[config.mk]
export PLATFORM = sky130hd
export DESIGN_NAME = uart_rx_frame
export DESIGN_NICKNAME = d
export VERILOG_FILES = /design/src/rtl/uart_rx_frame.sv
export SDC_FILE = /design/constraint.sdc
export NUM_CORES = 1
export LEC_CHECK = 0
export ABC_AREA = 1
export BUFFER_PORTS_ARGS = -buffer_cell sky130_fd_sc_hd__buf_4
export CAP_MARGIN = 25
export CELL_PAD_IN_SITES_DETAIL_PLACEMENT = 1
export CELL_PAD_IN_SITES_GLOBAL_PLACEMENT = 1
export CORE_UTILIZATION = 44
export DETAILED_ROUTE_END_ITERATION = 8
export GPL_TIMING_DRIVEN = 0
export PLACE_DENSITY = 0.85
export REMOVE_ABC_BUFFERS = 1
export SLEW_MARGIN = 15
export SYNTH_ARGS = -nofsm -noshare
export SYNTH_HDL_FRONTEND = slang
export SYNTH_SLANG_ARGS = --single-unit
[constraint.sdc]
create_clock -name clk -period 4.49 [get_ports clk]
set_input_delay 0 -clock clk [delete_from_list [all_inputs] [get_ports clk]]
set_output_delay 0 -clock clk [all_outputs]
set_load 0.01 [all_outputs]
[src/rtl/uart_rx_frame.sv]
// ---------------------------------------------------------------------------
// uart_rx_frame
//   UART receiver with oversampled start detection, DATA_BITS data bits (LSB
//   first), optional parity and STOP_BITS stop bits. Each frame is handed to
//   the host as one word on a valid/ready interface, with per-frame error
//   flags and an overrun pulse when a finished frame cannot be stored.
//
//   Optional feature macro: UART_RX_PARITY_EN
//     defined   -> one parity bit follows the data; parity_err reports it
//                  (PARITY_ODD selects even (0) or odd (1) parity)
//     undefined -> no parity bit, parity_err tied 0
//
// Ports
//   clk        in   system clock, the only clock
//   rst        in   synchronous reset, active-high
//   baud_tick  in   one-clk enable at OVS x baud rate
//   rxd        in   asynchronous serial input, idle high
//   rx_data    out  received word, stable while rx_valid=1
//   rx_valid   out  rx_data/flags hold a frame not yet accepted
//   rx_ready   in   consumer accepts when rx_valid & rx_ready
//   frame_err  out  with rx_valid: a stop bit was sampled 0
//   parity_err out  with rx_valid: parity mismatch
//   overrun    out  one-clk pulse: finished frame dropped, holding reg full
// ---------------------------------------------------------------------------
module uart_rx_frame #(
    parameter int DATA_BITS  = 8,
    parameter int OVS        = 16,
    parameter int STOP_BITS  = 1,
    parameter int PARITY_ODD = 0
) (
    input  logic                 clk,
    input  logic                 rst,
    input  logic                 baud_tick,
    input  logic                 rxd,
    output logic [DATA_BITS-1:0] rx_data,
    output logic                 rx_valid,
    input  logic                 rx_ready,
    output logic                 frame_err,
    output logic                 parity_err,
    output logic                 overrun
);

    localparam int TW = $clog2(OVS);
    localparam int IW = $clog2(DATA_BITS);
    localparam logic [TW-1:0] HALF_LAST = TW'(OVS / 2 - 1);
    localparam logic [TW-1:0] FULL_LAST = TW'(OVS - 1);
    localparam logic [IW-1:0] DATA_LAST = IW'(DATA_BITS - 1);
    localparam logic [IW-1:0] STOP_LAST = IW'(STOP_BITS - 1);

    if (DATA_BITS < 5 || DATA_BITS > 9 || OVS < 8 || OVS > 32 || (OVS % 2) != 0 ||
        STOP_BITS < 1 || STOP_BITS > 2 || PARITY_ODD < 0 || PARITY_ODD > 1) begin : g_param_check
        $error("uart_rx_frame: illegal parameter set");
    end

`ifdef UART_RX_PARITY_EN
    localparam logic PODD = (PARITY_ODD != 0);
    typedef enum logic [2:0] {S_IDLE, S_START, S_DATA, S_PARITY, S_STOP} state_t;
`else
    typedef enum logic [2:0] {S_IDLE, S_START, S_DATA, S_STOP} state_t;
`endif

    state_t                 state_q, state_d;
    logic [1:0]             sync_q, sync_d;
    logic [TW-1:0]          tcnt_q, tcnt_d;
    logic [IW-1:0]          idx_q, idx_d;
    logic [DATA_BITS-1:0]   shreg_q, shreg_d;
    logic                   ferr_acc_q, ferr_acc_d;
    logic                   armed_q, armed_d;
    logic [DATA_BITS-1:0]   rx_data_q, rx_data_d;
    logic                   rx_valid_q, rx_valid_d;
    logic                   frame_err_q, frame_err_d;
    logic                   overrun_q, overrun_d;
    logic                   frame_done;
    logic                   rxs;
`ifdef UART_RX_PARITY_EN
    logic                   perr_acc_q, perr_acc_d;
    logic                   parity_err_q, parity_err_d;
`endif

    assign rxs = sync_q[1];

    always_comb begin
        sync_d      = {sync_q[0], rxd};
        state_d     = state_q;
        tcnt_d      = tcnt_q;
        idx_d       = idx_q;
        shreg_d     = shreg_q;
        ferr_acc_d  = ferr_acc_q;
        armed_d     = armed_q;
        frame_done  = 1'b0;
`ifdef UART_RX_PARITY_EN
        perr_acc_d  = perr_acc_q;
`endif
        if (baud_tick) begin
            case (state_q)
                S_IDLE: begin
                    // armed must see the line high first, so a held-low
                    // line (break) cannot start a new frame.
                    if (rxs) begin
                        armed_d = 1'b1;
                    end else if (armed_q) begin
                        tcnt_d  = '0;
                        state_d = S_START;
                    end
                end
                S_START: begin
                    if (tcnt_q == HALF_LAST) begin
                        tcnt_d     = '0;
                        idx_d      = '0;
                        ferr_acc_d = 1'b0;
                        state_d    = rxs ? S_IDLE : S_DATA;
                    end else begin
                        tcnt_d = tcnt_q + TW'(1);
                    end
                end
                S_DATA: begin
                    if (tcnt_q == FULL_LAST) begin
                        tcnt_d = '0;
                        // Shift in from the top: after DATA_BITS samples the
                        // first bit received sits in bit 0 (LSB first).
                        shreg_d = {rxs, shreg_q[DATA_BITS-1:1]};
                        if (idx_q == DATA_LAST) begin
                            idx_d = '0;
`ifdef UART_RX_PARITY_EN
                            state_d = S_PARITY;
`else
                            state_d = S_STOP;
`endif
                        end else begin
                            idx_d = idx_q + IW'(1);
                        end
                    end else begin
                        tcnt_d = tcnt_q + TW'(1);
                    end
                end
`ifdef UART_RX_PARITY_EN
                S_PARITY: begin
                    if (tcnt_q == FULL_LAST) begin
                        tcnt_d     = '0;
                        perr_acc_d = ((^shreg_q) ^ rxs) != PODD;
                        state_d    = S_STOP;
                    end else begin
                        tcnt_d = tcnt_q + TW'(1);
                    end
                end
`endif
                S_STOP: begin
                    if (tcnt_q == FULL_LAST) begin
                        tcnt_d     = '0;
                        ferr_acc_d = ferr_acc_q | ~rxs;
                        if (idx_q == STOP_LAST) begin
                            // Complete at the stop centre, not the bit end,
                            // so back-to-back frames are never missed.
                            frame_done = 1'b1;
                            idx_d      = '0;
                            armed_d    = 1'b0;
                            state_d    = S_IDLE;
                        end else begin
                            idx_d = idx_q + IW'(1);
                        end
                    end else begin
                        tcnt_d = tcnt_q + TW'(1);
                    end
                end
                default: state_d = S_IDLE;
            endcase
        end
    end

    // Holding register: a completing frame may replace a word being accepted
    // in the same clk; otherwise a full register drops the new frame.
    always_comb begin
        rx_data_d   = rx_data_q;
        rx_valid_d  = rx_valid_q;
        frame_err_d = frame_err_q;
        overrun_d   = 1'b0;
`ifdef UART_RX_PARITY_EN
        parity_err_d = parity_err_q;
`endif
        if (frame_done) begin
            if (!rx_valid_q || rx_ready) begin
                rx_data_d   = shreg_q;
                rx_valid_d  = 1'b1;
                frame_err_d = ferr_acc_q | ~rxs;
`ifdef UART_RX_PARITY_EN
                parity_err_d = perr_acc_q;
`endif
            end else begin
                overrun_d = 1'b1;
            end
        end else if (rx_valid_q && rx_ready) begin
            rx_valid_d = 1'b0;
        end
    end

    always_ff @(posedge clk) begin
        if (rst) begin
            sync_q      <= 2'b11;
            state_q     <= S_IDLE;
            tcnt_q      <= '0;
            idx_q       <= '0;
            shreg_q     <= '0;
            ferr_acc_q  <= 1'b0;
            armed_q     <= 1'b0;
            rx_data_q   <= '0;
            rx_valid_q  <= 1'b0;
            frame_err_q <= 1'b0;
            overrun_q   <= 1'b0;
`ifdef UART_RX_PARITY_EN
            perr_acc_q   <= 1'b0;
            parity_err_q <= 1'b0;
`endif
        end else begin
            sync_q      <= sync_d;
            state_q     <= state_d;
            tcnt_q      <= tcnt_d;
            idx_q       <= idx_d;
            shreg_q     <= shreg_d;
            ferr_acc_q  <= ferr_acc_d;
            armed_q     <= armed_d;
            rx_data_q   <= rx_data_d;
            rx_valid_q  <= rx_valid_d;
            frame_err_q <= frame_err_d;
            overrun_q   <= overrun_d;
`ifdef UART_RX_PARITY_EN
            perr_acc_q   <= perr_acc_d;
            parity_err_q <= parity_err_d;
`endif
        end
    end

    assign rx_data   = rx_data_q;
    assign rx_valid  = rx_valid_q;
    assign frame_err = frame_err_q;
    assign overrun   = overrun_q;
`ifdef UART_RX_PARITY_EN
    assign parity_err = parity_err_q;
`else
    assign parity_err = 1'b0;
`endif

endmodule

* Word-level counts from Yosys, hierarchy flattened *
Cells that the tools add are included.

word-level totals
  flip-flop bits (word level) = 33
  memory bits (read-only) = 0
  memories = 0
  memory bits (writable) = 0
  bits in latches = 0
  output and inout bits = 12

cells by class
  add/subtract/negate cells = 2
  div/mod/pow operators = 0
  bitwise operators = 3
  muxes and demuxes = 35
  equal/unequal tests = 15
  reductions and logical operators = 20
  $mul = 0
  magnitude comparators = 0
  shift-type cells = 0

operators with widths
  kind                                                              number
  3-bit 2-to-1 mux                                                  12
  4-bit 2-to-1 mux                                                  4
  2-bit inequality test (second input constant)                     8
  1-bit 2-to-1 mux                                                  13
  3-bit one-hot mux with 4 select lines                             1
  4-bit one-hot mux with 3 select lines                             1
  5-bit AND reduction                                               2
  3-bit one-hot mux with 3 select lines                             1
  4-bit AND reduction                                               2
  8-bit AND reduction                                               1
  3-bit by 2-bit == test with 1-bit output (second input constant)  2
  3-bit logical NOT                                                 2
  2-bit nonzero test                                                3
  3-bit nonzero test                                                2
  4-bit by 1-bit adder with 4-bit output (second input constant)    1
  4-bit by 3-bit == test with 1-bit output (second input constant)  1
  4-bit == test (second input constant)                             1
  1-bit one-hot mux with 2 select lines                             2
  2-bit AND reduction                                               2
  2-bit OR reduction                                                2
  3-bit by 1-bit adder with 3-bit output (second input constant)    1
  3-bit by 1-bit == test with 1-bit output (second input constant)  1
  3-bit == test (second input constant)                             1
  3-bit AND reduction                                               1
  other kinds (7)                                                   8

* Logic depth before layout (Yosys ltp) *
Gate-level depths: netlist of the first run.

  word-level depth = 7
  mapped depth = 11

* Least setup slack after synthesis of the first run *
OpenSTA, ideal clock, no wires.

  path type = register to register
  from = register state_q[0]
  to = register state_q[1]
  arrival time = 1325 ps
  buffers on the path = 0
  library setup time = 131 ps
  setup slack = 3034 ps
  clock period less this slack = 1456 ps
  required time = 4359 ps
  cell stages (with the launch flop) = 9
  cells stage by stage = dfxtp_1 > inv_1 > ha_1 > nand2_1 > nand3_1 > nor2_1 > nand2_1 > nand2_1 > a21oi_1

between the ends
  word-level cells in the longest chain between the ends = 3

ends and longest elaborated chain
  what                                                                    RTL line  source
  start, declared                                                         62        state_t state_q, state_d;
  start signal, assigned                                                  215       state_q <= state_d;
  3-bit by 2-bit == test with 1-bit output, or another cell as far along  95        case (state_q)
  2-bit inequality test (no source line)                                  -
  8-bit AND reduction (no source line)                                    -

Several ways; a longest one is shown, not always the timed one.
A chain may end at the register's enable or synchronous reset.

* Final worst setup path of the first run *
  from = register state_q[0]
  to = register state_q[0]

The elaborated chain is that of the path after synthesis.

==> impl_metrics.csv, run 1 <==
group,metric,value,unit
timing,period_minus_slack,1.72,ns
clock_tree,clockBufferDepth,2,
yosys,yosys.area_share.xor_xnor,0.568,%
die,start_util,46.2,%
grt,grt_max_degree,23,
power,pwr-share-clk,36.1,%
die,ios,17,
run_status,status,"completed",
final_layout,stdcell_count,280,
yosys,synth_mux_area_share,0,%
timing,hold_violations,0,
yosys,synth_edf_count,0,
timing,holdWs,0.0154,ns
setup_path,start_kind,"flop",
yosys,synthArstFlopShare,0,%
timing,fin_skew,0.00528,ns
power,power.internal,0.000369,W
yosys,synth_top_family_by_area,"simple AND/OR/NAND/NOR gates",
clock_tree,cts_tree,"yes",
power,leakage,0.844,nW
power,power_density,275,nW/um2
final_layout,diodes,0,
grt,grt_pass1_wl,5300,um
final_layout,area_delta_synth_final,14.4,%
yosys,synth_cell_type_count,29,
placement,gp_congestion,0.823,
placement,dp_hpwl,2330,um
grt,grt.total_usage,19.9,%
grt,antenna_found_initial,0,
yosys,synthesis.area,1540,um2
yosys,yosysMostFrequentCell,"nand2_1",
final_layout,fin_nets,247,
setup_path,r2r_slack,2.77,ns
yosys,synth_simple_gate_area_share,29.1,%
timing,setup_viol,0,
placement,pre_cts_ws,2.77,ns
yosys,synthAdderAreaFrac,7.31,%
timing,rsz0062_at_grt,"false",
routing,drt_wl_total,3200,um
setup_path,cp.arrival,2.00,ns
timing,clock.fmax,583,MHz
timing,drv_slew,0,
yosys,syn-mean-instance-area,7.24,um2
timing,worst_slack,2.77,ns
routing,routed_via_density,4.89,
setup_path,cp.required,4.78,ns
power,p_comb_share,4.7,%
power,pwr-share-seq,59.2,%
routing,drtIter0Drc,41,
clock_tree,htreeDepth,2,
setup_path,setup.worst_path.end_class,"flop",
yosys,synth.area.top_cells,"dfxtp_1, nand2_1, nor2_1, ha_1, inv_1",
routing,drtPass1Iterations,4,
final_layout,design_area,1760,um2
flow_run,drv_cap,0,
yosys,syn_inst,213,
die,die_area,3740,um2
power,power.switching,0.000116,W
yosys,synth_top_cell_area_share,41.6,%
die,fp.dieH,61.2,um
clock_tree,clkSinkCount,32,
routing,drc,0,
yosys,synth_warnings,0,
placement,port_buffers,15,
routing,wire_per_inst,11.4,um
clock_tree,cts_made_buffers,5,
timing,slew_headroom,57.8,%
routing,vias,1368,
timing,worst_pin_slew,0.632,ns
clock_tree,path_clk_slew,0.10,ns
die,rows,21,
grt,grt_pass1_vias,1285,
power,ir_worst_vdd,0.136,mV
placement,dp_cells,269,
yosys,ys_top_cells_by_count,"nand2_1, nor2_1, dfxtp_1",
clock_tree,root_buffer,"clkbuf_4",
clock_tree,clk_latency,0.34,ns
setup_path,critPathKind,"reg2reg",
die,core_area,3340,um2
timing,fin_crit_sh,38.2,%
routing,antenna_left,0,
yosys,yosys.area.top_type,"dfxtp_1",
timing,final.setup.tns,0,ns
final_layout,drive_gt1_share,14.5,%
yosys,synth-seq-area-share,41.6,%
grt,gr-total-overflow,0,
clock_tree,cts_hold_buf,3,
worst_hold_path,hp-class,"in2reg",
yosys,ys_ff_latch,32,
die,die_w,61.2,um
yosys,synth-main-ff-cell,"dfxtp_1",
yosys,synth-compound-area-share,11.4,%
setup_path,cp_max_fo,7,
power,p_sw_share,23.9,%
clock_tree,cts_setup_buffers,0,
placement,placed_cell_area,1670,um2
clock_tree,ctsResizeCount,0,
[layout make-up]
class	count	area, um2
fill	449	1570
multi-input combinational	147	751
sequential	32	641
timing repair buffer	18	143
inverter	29	110
tap	46	57.6
clock buffer	6	51.3
clock inverter	2	10.0
[metrics by stage]
| step | utilization, % | power, W |
|---|---|---|
| after floorplan | - | 0.000306 |
| after global routing | 52.8 | 0.000507 |
| after CTS | 52.8 | 0.000489 |
| after detailed placement | 50.1 | 0.000314 |
| after global placement | 50.1 | 0.000314 |
| final | 52.8 | 0.000485 |
[final timing paths]
kind / startpoint / end / cells after the start
setup / recovery: state_q[0]$_SDFFE_PP0P_ / state_q[0]$_SDFFE_PP0P_ / 9
hold / removal: rx_ready / overrun$_SDFF_PP0_ / 4
setup reg to reg: state_q[0]$_SDFFE_PP0P_ / state_q[0]$_SDFFE_PP0P_ / 9
hold reg to reg: sync_q[0]$_SDFF_PP1_ / sync_q[1]$_SDFF_PP1_ / 1
[cell usage in the layout (no fill, tap or decap), types with 2 or more instances in the layout]
cell,Yosys,final
nand3_1,11,11
buf_4,1,15
ha_1,9,9
nor2_1,40,40
inv_1,27,27
or2_2,3,3
a21oi_1,12,12
dlygate4sd3_1,0,3
clkbuf_4,0,5
o21ai_0,14,14
a21boi_0,2,2
clkinv_2,1,3
nor3_1,2,2
dfxtp_1,32,32
nand2_2,2,2
nand2_1,42,42
[power groups by stage]
stage	Combinational, W	Clock (W)	Sequential (W)
final	0.0000229	0.000175	0.000287
after global routing	0.0000264	0.000193	0.000288
after CTS	0.0000230	0.000179	0.000287
after detailed placement	0.0000210	0	0.000294
after global placement	0.0000205	0	0.000293
after floorplan	0.0000129	0	0.000293
[critical path, cell delays in order (launching register included)]
cell and delay, ns:
dfxtp_1 0.41, inv_1 0.10, ha_1 0.28, nand2_1 0.12, nand3_1 0.24, nor2_1 0.25, nand2_1 0.10, nand2_1 0.06
nand2_1 0.04, nor2_1 0.06
[metal layers]
layer | share of wire, % | global-route usage [%] | vias up
li1 | - | - | 705
met1 | 45 | 21.8 | 640
met2 | 50 | 34.3 | 16
met3 | 3.0 | 6.09 | 7
met4 | 2.2 | 11.0 | 0
met5 | 0 | 0 | -
[sequential cells by signal, summed over array words and instances, names as in the netlist]
signal	flops
armed_q	1
ferr_acc_q	1
frame_err	1
idx_q	3
overrun	1
rx_data	8
rx_valid	1
shreg_q	8
state_q	2
sync_q	2
tcnt_q	4
[logic make-up after synthesis]
group,after synthesis
AO/OA/AOI/OAI,32
XOR/XNOR,1
buffers and inverters,34
adder cells (fa/ha/maj),9
other,1
AND/OR/NAND/NOR,104
flip-flops,32
No activity file was read; power rests on OpenSTA's default activity.
==> run 2, diff against run 1 <==
Settings changed: ABC_AREA 1 to 0, CORE_UTILIZATION 44 to 39, PLACE_DENSITY 0.85 to 0.77.
Clock period 4.49 ns to 1.5 ns, I/O delays scaled along.
==> impl_metrics.csv, run 2 <==
group,metric,value,unit
yosys,synth.area.top_cells,"dfxtp_1, mux2i_1, ha_1, nor2_1, nand4_1",
grt,grt_max_degree,35,
yosys,synthesis.area,1510,um2
yosys,synth_top_cell_area_share,42.5,%
die,die_w,64.2,um
final_layout,layout_common_cells,"buf_4, dfxtp_1, nor2_1",
routing,drt_wl_total,4700,um
final_layout,design_area,2150,um2
yosys,synth_cell_type_count,36,
setup_path,start_kind,"flop",
timing,rsz0062_at_grt,"true",
yosys,synthArstFlopShare,0,%
yosys,yosys.area.top_type,"dfxtp_1",
worst_hold_path,worstHoldEndpoint,"overrun$_SDFF_PP0_",
power,pwr-share-seq,46.0,%
die,die_area,4120,um2
setup_path,setup.worst_path.end_class,"flop",
setup_path,rr_startpoint,"state_q[1]$_SDFFE_PP0P_",
routing,drt-met1-wl,2030,um
clock_tree,clockBufferDepth,2,
routing,wl_met2,2360,um
timing,period_minus_slack,1.83,ns
timing,drv_slew,0,
clock_tree,clk_latency,0.29,ns
final_layout,fin_nets,220,
setup_path,critPathKind,"reg2reg",
setup_path,cp_max_fo,4,
grt,grt_pass1_vias,1389,
worst_hold_path,worstHoldStart,"rx_ready",
setup_path,cp.arrival,2.01,ns
power,totalPowerFinal,0.00187,W
flow_run,drv_cap,0,
final_layout,final_common_cell,"buf_4",
clock_tree,cts_tree,"yes",
yosys,ys_top_cells_by_count,"dfxtp_1, nor2_1, mux2i_1",
run_status,status,"complete, but fails checks",
clock_tree,clkSinkCount,32,
timing,setup_viol,19,
routing,wire_per_inst,18.4,um
die,rows,22,
power,ir_worst_vdd,0.725,mV
setup_path,r2r_cells,9,
grt,grt.total_usage,20.6,%
clock_tree,root_buffer,"clkbuf_8",
grt,gr-total-overflow,0,
routing,drtIter0Drc,72,
setup_path,cp.required,1.68,ns
timing,fin_crit_sh,122,%
yosys,synth_edf_count,0,
die,core_area,3690,um2
routing,drc,0,
die,start_util,40.9,%
final_layout,stdcell_count,255,
yosys,syn-mean-instance-area,8.92,um2
yosys,syn_inst,169,
routing,drtPass1Iterations,4,
setup_path,r2r_slack,-0.33,ns
power,leakage,0.957,nW
yosys,synth-main-ff-cell,"dfxtp_1",
run_status,violations,"negative setup slack",
timing,final.setup.tns,-2.83,ns
worst_hold_path,hp-class,"in2reg",
grt,antenna_found_initial,0,
timing,worst_slack,-0.327,ns
routing,vias,1419,
placement,dp_cells,221,
final_layout,area_delta_synth_final,42.3,%
power,p_sw_share,20.9,%
die,fp.dieH,64.2,um
die,ios,17,
clock_tree,cts_made_buffers,5,
placement,port_buffers,15,
power,power_density,872,nW/um2
routing,routed_via_density,5.56,
setup_path,rr_endpoint,"state_q[1]$_SDFFE_PP0P_",
timing,clock.fmax,547,MHz
placement,dp_hpwl,2460,um
final_layout,drive_gt1_share,37.7,%
yosys,synth-seq-area-share,42.5,%
routing,antenna_left,0,
yosys,ys_ff_latch,32,
timing,hold_violations,0,
yosys,synth_warnings,0,
timing,fin_skew,0.00491,ns
placement,placed_cell_area,1630,um2
routing,top_layer_used,"met4",
grt,grt_pass1_wl,6350,um
power,power.switching,0.000391,W
power,power.internal,0.00148,W
clock_tree,htreeDepth,2,
routing,dr_wl_met3,188,um
final_layout,diodes,0,
yosys,yosysMostFrequentCell,"dfxtp_1",
clock_tree,path_clk_slew,0.07,ns
power,pwr-share-clk,48.8,%
power,p_comb_share,5.2,%
worst_hold_path,min_path_cells,3,
placement,gp_congestion,0.835,
-- run 2: cell count changes after synthesis, moves of 4 or more --
cell,change
nand4_1,+10
buf_2,+4
nand2_1,-38
mux2i_1,+16
o21ai_0,-7
nor2_1,-18
clkbuf_1,+5
nand3_1,-7
inv_1,-20
nor3_1,+6
nand2b_1,+4
-- run 2: worst max-delay path by stage --
stage | depth (start not counted) | slack, ns | from | endpoint
after floorplan | 5 | -0.34 | state_q[1]$_SDFFE_PP0P_ | tcnt_q[0]$_SDFFE_PP0P_
after global placement | 5 | -0.58 | state_q[1]$_SDFFE_PP0P_ | state_q[1]$_SDFFE_PP0P_
after detailed placement | 5 | -0.79 | state_q[1]$_SDFFE_PP0P_ | state_q[1]$_SDFFE_PP0P_
after CTS | 6 | -0.26 | state_q[1]$_SDFFE_PP0P_ | tcnt_q[0]$_SDFFE_PP0P_
after global routing | 9 | -0.37 | state_q[1]$_SDFFE_PP0P_ | state_q[1]$_SDFFE_PP0P_
final | 9 | -0.33 | state_q[1]$_SDFFE_PP0P_ | state_q[1]$_SDFFE_PP0P_
-- run 2: kinds of logic (layout without fill, tap and decap cells) --
group	count (synthesis)	count (layout)	synth area share (%)
multiplexers	16	16	10.6
adder cells (fa/ha/maj)	9	9	7.47
flip-flops	32	32	42.5
AO/OA/AOI/OAI	28	28	11.4
AND/OR/NAND/NOR	65	65	22.7
other	1	1	0.249
buffers and inverters	18	56	5.06
-- run 2: routing by layer --
metal	GRT usage, %	vias up
met1	21.8	701
met2	37.0	36
met5	0	-
li1	-	670
met3	5.71	12
met4	10.8	0
-- run 2: what timing repair did --
action	in CTS	in global routing
endpoints found under the setup margin	27	26
hold buffers	1	0
pin swaps	4	13
setup buffers	6	18
gates cloned	1	0
endpoints found under the hold margin	1	0
gates resized for setup	26	30
-- run 2: metrics by stage --
stage / setup WS, ns / utilization [%] / hold slack [ns]
after floorplan: -0.336 / - / 0.0691
after global routing: -0.370 / 58.2 / 0.0662
final: -0.327 / 58.2 / 0.0588
after detailed placement: -0.791 / 44.2 / 0.193
after CTS: -0.265 / 51.5 / 0.0615
after global placement: -0.584 / 44.2 / 0.188
-- run 2: final cells by class --
class | instances | area (um2)
Clock buffer | 7 | 96.3
Clock inverter | 1 | 30.0
Fill cell | 415 | 1540
Inverter | 7 | 28.8
Multi-Input combinational cell | 119 | 923
Sequential cell | 32 | 654
Tap cell | 48 | 60.1
Timing Repair Buffer | 41 | 353
-- run 2: power by group through the flow --
stage / Clock (W) / Sequential (W) / Combinational, W
2_1_floorplan: 0 / 0.000879 / 0.0000304
4_1_cts: 0.000911 / 0.000860 / 0.0000728
5_1_grt: 0.000970 / 0.000861 / 0.000103
3_5_place_dp: 0 / 0.000881 / 0.0000641
6_report: 0.000913 / 0.000861 / 0.0000967
3_3_place_gp: 0 / 0.000880 / 0.0000604
-- run 2: critical path, stage by stage (launching register included) --
cell and delay (ns):
dfxtp_4 0.39, inv_4 0.05, ha_4 0.16, buf_4 0.14, nor3_4 0.22, a211o_1 0.16
buf_4 0.12, buf_4 0.10, nand4_1 0.10, a32o_1 0.26
